File: src/rtl/fetch_unit.sv
// Instruction fetch front-end: sequential word fetches on a request/grant bus,
// a small {pc, instr} FIFO to decode, and redirect with stale-response discard.
module fetch_unit #(
    parameter logic [31:0] RESET_PC = 32'h0000_0000,
    parameter int          DEPTH    = 4
) (
    input  logic        clk,
    input  logic        rst_i,
    input  logic        redirect_i,
    input  logic [31:0] redirect_pc_i,
    output logic        mem_req_o,
    output logic [31:0] mem_addr_o,
    input  logic        mem_gnt_i,
    input  logic        mem_rvalid_i,
    input  logic [31:0] mem_rdata_i,
    output logic        instr_valid_o,
    output logic [31:0] instr_o,
    output logic [31:0] instr_pc_o,
    input  logic        instr_ready_i
);
    localparam int AW = $clog2(DEPTH);
    localparam int CW = AW + 1;

    logic [31:0]   fetch_pc, resp_pc;
    logic [CW-1:0] count, outstanding, discard;
    logic [CW-1:0] count_n, outstanding_n;
    logic [AW-1:0] rd_ptr, wr_ptr;
    logic          req_q, req_n;
    logic [31:0]   fifo_pc    [DEPTH];
    logic [31:0]   fifo_instr [DEPTH];

    logic gnt, rsp, drop, push, pop;
    logic [31:0] redirect_pc;

    assign gnt         = req_q & mem_gnt_i;
    assign rsp         = mem_rvalid_i & (outstanding != '0);
    assign drop        = rsp & (discard != '0);
    assign push        = rsp & ~drop;
    assign pop         = (count != '0) & instr_ready_i;
    assign redirect_pc = {redirect_pc_i[31:2], 2'b00};

    always_comb begin
        outstanding_n = outstanding + CW'(gnt) - CW'(rsp);
        count_n       = count + CW'(push) - CW'(pop);
        if (redirect_i) begin
            count_n = '0;
        end
        // request credit is evaluated on next-state values so the output stays registered
        req_n = ({1'b0, count_n} + {1'b0, outstanding_n}) < (CW+1)'(DEPTH);
    end

    always_ff @(posedge clk or posedge rst_i) begin
        if (rst_i) begin
            fetch_pc    <= RESET_PC;
            resp_pc     <= RESET_PC;
            count       <= '0;
            outstanding <= '0;
            discard     <= '0;
            rd_ptr      <= '0;
            wr_ptr      <= '0;
            req_q       <= 1'b0;
        end else begin
            outstanding <= outstanding_n;
            count       <= count_n;
            req_q       <= req_n;
            if (redirect_i) begin
                fetch_pc <= redirect_pc;
                resp_pc  <= redirect_pc;
                discard  <= outstanding_n;
                rd_ptr   <= '0;
                wr_ptr   <= '0;
            end else begin
                if (gnt) begin
                    fetch_pc <= fetch_pc + 32'd4;
                end
                if (push) begin
                    resp_pc <= resp_pc + 32'd4;
                    wr_ptr  <= wr_ptr + AW'(1);
                end
                if (drop) begin
                    discard <= discard - CW'(1);
                end
                if (pop) begin
                    rd_ptr <= rd_ptr + AW'(1);
                end
            end
        end
    end

    always_ff @(posedge clk) begin
        if (push) begin
            fifo_pc[wr_ptr]    <= resp_pc;
            fifo_instr[wr_ptr] <= mem_rdata_i;
        end
    end

    assign mem_req_o     = req_q;
    assign mem_addr_o    = fetch_pc;
    assign instr_valid_o = (count != '0);
    assign instr_o       = fifo_instr[rd_ptr];
    assign instr_pc_o    = fifo_pc[rd_ptr];
endmodule

File: config.mk
export PLATFORM = sky130hd
export DESIGN_NAME = fetch_unit
export DESIGN_NICKNAME = d
export VERILOG_FILES = /design/src/rtl/fetch_unit.sv
export SDC_FILE = /design/constraint.sdc
export NUM_CORES = 1
export LEC_CHECK = 0
export ABC_AREA = 1
export CORE_ASPECT_RATIO = 1.4
export CORE_UTILIZATION = 58
export CTS_BUF_LIST = sky130_fd_sc_hd__clkbuf_8
export DETAILED_ROUTE_END_ITERATION = 12
export PLACE_DENSITY = 0.92
export SKIP_CTS_REPAIR_TIMING = 1
export SYNTH_ARGS = -nofsm -noshare
export SYNTH_HDL_FRONTEND = slang
export SYNTH_SLANG_ARGS = --single-unit
File: constraint.sdc
create_clock -name clk -period 4.5 [get_ports clk]
set_input_delay 1.125 -clock clk [delete_from_list [all_inputs] [get_ports clk]]
set_output_delay 1.125 -clock clk [all_outputs]
set_load 0.1 [all_outputs]
; Word level (Yosys, flattened, before mapping)
; Memories as Yosys holds them, arrays and structs flattened.
; Cells that the tools add are included.
[op_classes]
addsub = 10
n_bitwise = 6
magnitude_cmp = 1
reduce_logical = 7
n_mux = 13
[ops]
columns = op, count
row1 = $mux 32, 4
row2 = $add 32x3->32 const B, 2
row3 = $mux 3, 3
row4 = $reduce_bool 3->1, 3
row5 = $mux 2, 4
row6 = $reduce_bool 2->1, 4
row7 = $add 3x1->3, 2
row8 = $sub 3x1->3, 2
row9 = $and 1x1->1, 5
row10 = $add 2x1->2 const B, 2
row11 = $add 3x3->4, 1
row12 = $lt 4x3->1 const B, 1
row13 = $sub 3x1->3 const B, 1
row14 = $mux 1, 2
row15 = $not 1->1, 1
[totals]
regBits = 78
ramBits = 256
memories = 2
in_bits = 70
[memory_table]
columns = name, depth, word_bits, rd, rd_ports_with_merged_regs, write_ports, line
row1 = fifo_instr, 4, 32, 1, 0, 1, 30  ; logic [31:0] fifo_instr [DEPTH];
row2 = fifo_pc, 4, 32, 1, 0, 1, 29  ; logic [31:0] fifo_pc [DEPTH];

; Logic depth before layout (Yosys ltp)
[depth]
word_depth = 10
mapped_depth = 14
mapped_depth_nobuf = 14

; Worst setup path after synthesis
; OpenSTA, ideal clock, no wires.
[synth_timing]
kind = input -> register
from = input port mem_rvalid_i
to = memory fifo_instr[0][0] (enable)
t_arrival_ns = 4.093
setup_time_ns = 0.482
stages = 3
path_buffers = 1
required_ns = 4.018
setup_slack_ns = -0.076
cell_sequence = nand4_2 buf_2 nor2_1
[synth_via]
elab_chain_cells = 6
[synth_lines]
columns = element, line
row1 = from (decl), 14  ; input logic mem_rvalid_i,
row2 = $and 1x1->1 (*), 36  ; assign rsp = mem_rvalid_i & (outstanding != '0);
row3 = $and 1x1->1, 37  ; assign drop = rsp & (discard != '0);
row4 = $not 1->1, 38  ; assign push = rsp & ~drop;
row5 = $and 1x1->1 (*), 38
row6 = $mux 1 (*), 91  ; if (push) begin
row7 = $mux 1 (implied by the code) (*), 93  ; fifo_instr[wr_ptr] <= mem_rdata_i;
row8 = to (decl), 30
; Mark *: on every way between the ends. The rest lies on a longest branch, timed or not.

; Worst setup path after layout
[layout_timing]
from = register rd_ptr[0]
to = output port instr_o[11]
[layout_via]
elab_chain_cells = 1
[layout_lines]
columns = element, line
row1 = from (decl), 27  ; logic [AW-1:0] rd_ptr, wr_ptr;
row2 = from (signal assigned), 84  ; rd_ptr <= rd_ptr + AW'(1);
row3 = $mem_v2 4x32, -
row4 = to (decl), 17  ; output logic [31:0] instr_o,
; No other way between the ends.

==> reports/metrics.yaml <==
power_and_ir_drop:
  p_comb_share_pct: 47.6
  p_sw_mw: 5.29
  p_clk_share_pct: 19.2
  p_per_area_nw_per_um2: 658
  peakVddDrop_mv: 0.545
  switching_share_pct: 45.0
  seq_power_share_pct: 33.2
  leakage_nw: 7.07
  internal_power_mw: 6.47
cells_and_area:
  area_growth_pct: 24.1
  drive_gt1_share_pct: 12.0
  nets: 1645
  fillers: 1501
  antennaDiodeCount: 0
floorplanning:
  num_io_pins: 168
  die_w_um: 135
  start_util_pct: 59.7
  coreArea_um2: 24100
  die_h_um: 188
  die-area_um2: 25500
  rows: 67
critical_path:
  critPathLaunchType: "flip-flop"
  crit_type: "flip-flop to output pin"
  worstPathArrival_ns: 2.91
  path_cells: "buf_4 > o21ai_0 > o22ai_1 > buf_12"
  crit_path_max_fanout: 67
  cp.required_ns: 3.38
  cp_slowest_stage_delay_ns: 0.85
  slowest_stage: "dfrtp_4"
  critical_path.endpoint_type: "output pin"
global_route:
  antenna_found_initial: 0
  grt_max_degree: 75
  grt_pass1_wl_um: 52300
  grt_usage_pct: 26.4
  grt_pass1_vias: 10826
  overflow: 0
timing:
  setup_violations: 0
  rsz0062_at_grt: "false"
  final.setup.worst_slack_ns: 0.461
  clock_skew_ns: 0.0233
  hold_viol_final: 0
  tightest_slew_ns: 1.26
  finalCritPeriodShare_pct: 89.8
  drv_slew: 0
  min_period_ns: 4.04
  slew_headroom_pct: 16.0
  whs_ns: 0.575
  max_freq_ghz: 0.248
route:
  firstDrtPassIters: 6
  drt-total-wl_um: 32800
  dr.first_iter.drc_count: 774
  drt-met1-wl_um: 12200
  dr_wl_met2_um: 17000
  via_per_inst: 5.68
  via_count: 10819
  route.met3.wl_um: 2260
  ant_nets: 0
  avgRoutedWirePerCell_um: 17.2
  drc_errors: 0
  highest_layer: "met4"
synthesis:
  synth_edf_count: 248
  synth-warning-count: 0
  avgSynthCellArea_um2: 10.4
  synthArstFlopShare_pct: 23.0
  synth_sequential_area_ratio_pct: 64.5
  yosys.area.top_type: "edfxtp_1"
  synth_flop_cell: "edfxtp_1"
  ys_types: 41
  ys_ff_latch: 322
  synthMostInstantiatedCell: "nand2_1"
  yosysTopAreaCellShare_pct: 51.7
  synth_top_cells_by_count: "nand2_1 (287), edfxtp_1 (248), nor2_1 (193), o21ai_0 (165), inv_1 (114)"
  synth_area_leaders: "edfxtp_1 (52%), dfrtp_1 (13%), nand2_1 (7.5%)"
  synthCells: 1390
  syn_area_um2: 14400
hold_path:
  worstHoldPathType: "flip-flop to flip-flop"
clock_tree:
  cts_tree: "done"
  cts_inserted_buffers: 44
  root_buffer: "clkbuf_8"
  cts.sinks: 322
  cts_buffer_depth: 3
  cts_max_level: 2
  clkTransAtPathRegs_ns: 0.07
  clock_latency_ns: 0.55
status:
  status: "completed"
placement:
  pre_cts_ws_ns: 0.669
  hpwlAfterDp_um: 20800
  port_buffers: 161
  routabilityCongestion: 0.868
run:
  cap_violations: 0
[final timing paths]
path / slack [ns] / depth (start not counted) / start / endpoint
max: 0.46 / 4 / rd_ptr[0]$_DFFE_PP0P_ / instr_o[11]
min: 0.58 / 2 / discard[1]$_DFFE_PP0P_ / discard[1]$_DFFE_PP0P_
max reg2reg: 1.76 / 13 / discard[0]$_DFFE_PP0P_ / mem_req_o$_DFF_PP0_
min reg2reg: 0.58 / 2 / discard[1]$_DFFE_PP0P_ / discard[1]$_DFFE_PP0P_
max in group asynchronous: 2.55 / 3 / rst_i / rd_ptr[0]$_DFFE_PP0P_
min in group asynchronous: 1.16 / 3 / rst_i / mem_addr_o[29]$_DFFE_PP0N_
[logic make-up (layout without fill, tap and decap cells)]
kind of cell	count (synthesis)	in the layout	share of synthesized area [%]
xor+xnor	21	21	1.28
flops	322	322	64.5
compound gates	246	246	9.28
simple gates	607	607	18.3
fa+ha+maj	16	16	1.49
buf+inv	177	378	5.09
other cells	1	4	0.0260
[worst max-delay path, delay by kind of cell (launching register included)]
family,cells,cell delay [ns]
AO/OA/AOI/OAI,2,0.60
flip-flops,1,0.85
buffers and inverters,2,0.82
[flip-flops by register name (all words and copies together), names as in the netlist, 2 cells and up]
register and count:
rd_ptr 2, wr_ptr 2, count 3, fifo_instr 128, discard 3, fifo_pc 120
outstanding 3, mem_addr_o 30, resp_pc 30
[cells in the final DEF, fill, tap and decap left out, types with 15 or more instances in the layout]
cell type	synthesis	final
nor2_1	193	189
nor2_4	14	18
xor2_1	15	15
clkdlybuf4s50_1	0	99
o22ai_1	62	62
o21ai_0	165	165
buf_12	0	67
nand2_1	287	287
dfrtp_1	74	73
edfxtp_1	248	248
inv_1	114	125
nand3_1	74	74
clkbuf_8	0	48
[layout make-up]
cell class	instances	area [µm²]	area share, %
timing repair buffer	178	2420	13.5
clock buffer	48	661	3.69
inverter	119	450	2.52
tap	310	388	2.17
multi-input combinational	894	4420	24.7
sequential	322	9300	52.0
clock inverter	33	245	1.37
[stage by stage]
stage	TNS (ns)	util, %	cell area, µm²	total power, mW	std cells
2_1_floorplan	-18.73	-	14400	7.59	1393
3_3_place_gp	0	70.3	17000	9.41	1823
3_5_place_dp	0	70.3	17000	9.53	1823
4_1_cts	0	74.1	17900	11.8	1904
5_1_grt	0	74.1	17900	12.2	1904
6_report	0	74.1	17900	11.8	1904
[power by group through the flow]
stage | combinational, mW | sequential [mW] | clock (mW)
floorplan | 3.36 | 4.24 | 0
CTS | 5.61 | 3.89 | 2.29
global route | 5.86 | 3.94 | 2.42
global placement | 5.49 | 3.92 | 0
detailed placement | 5.58 | 3.95 | 0
finish | 5.59 | 3.90 | 2.26
[routing by layer]
layer / global-route usage [%] / vias up
li1: - / 5061
met3: 3.36 / 101
met1: 31.4 / 5136
met2: 47.1 / 521
met4: 12.5 / 0
met5: 0 / -
(Power assumes the default switching activity.)
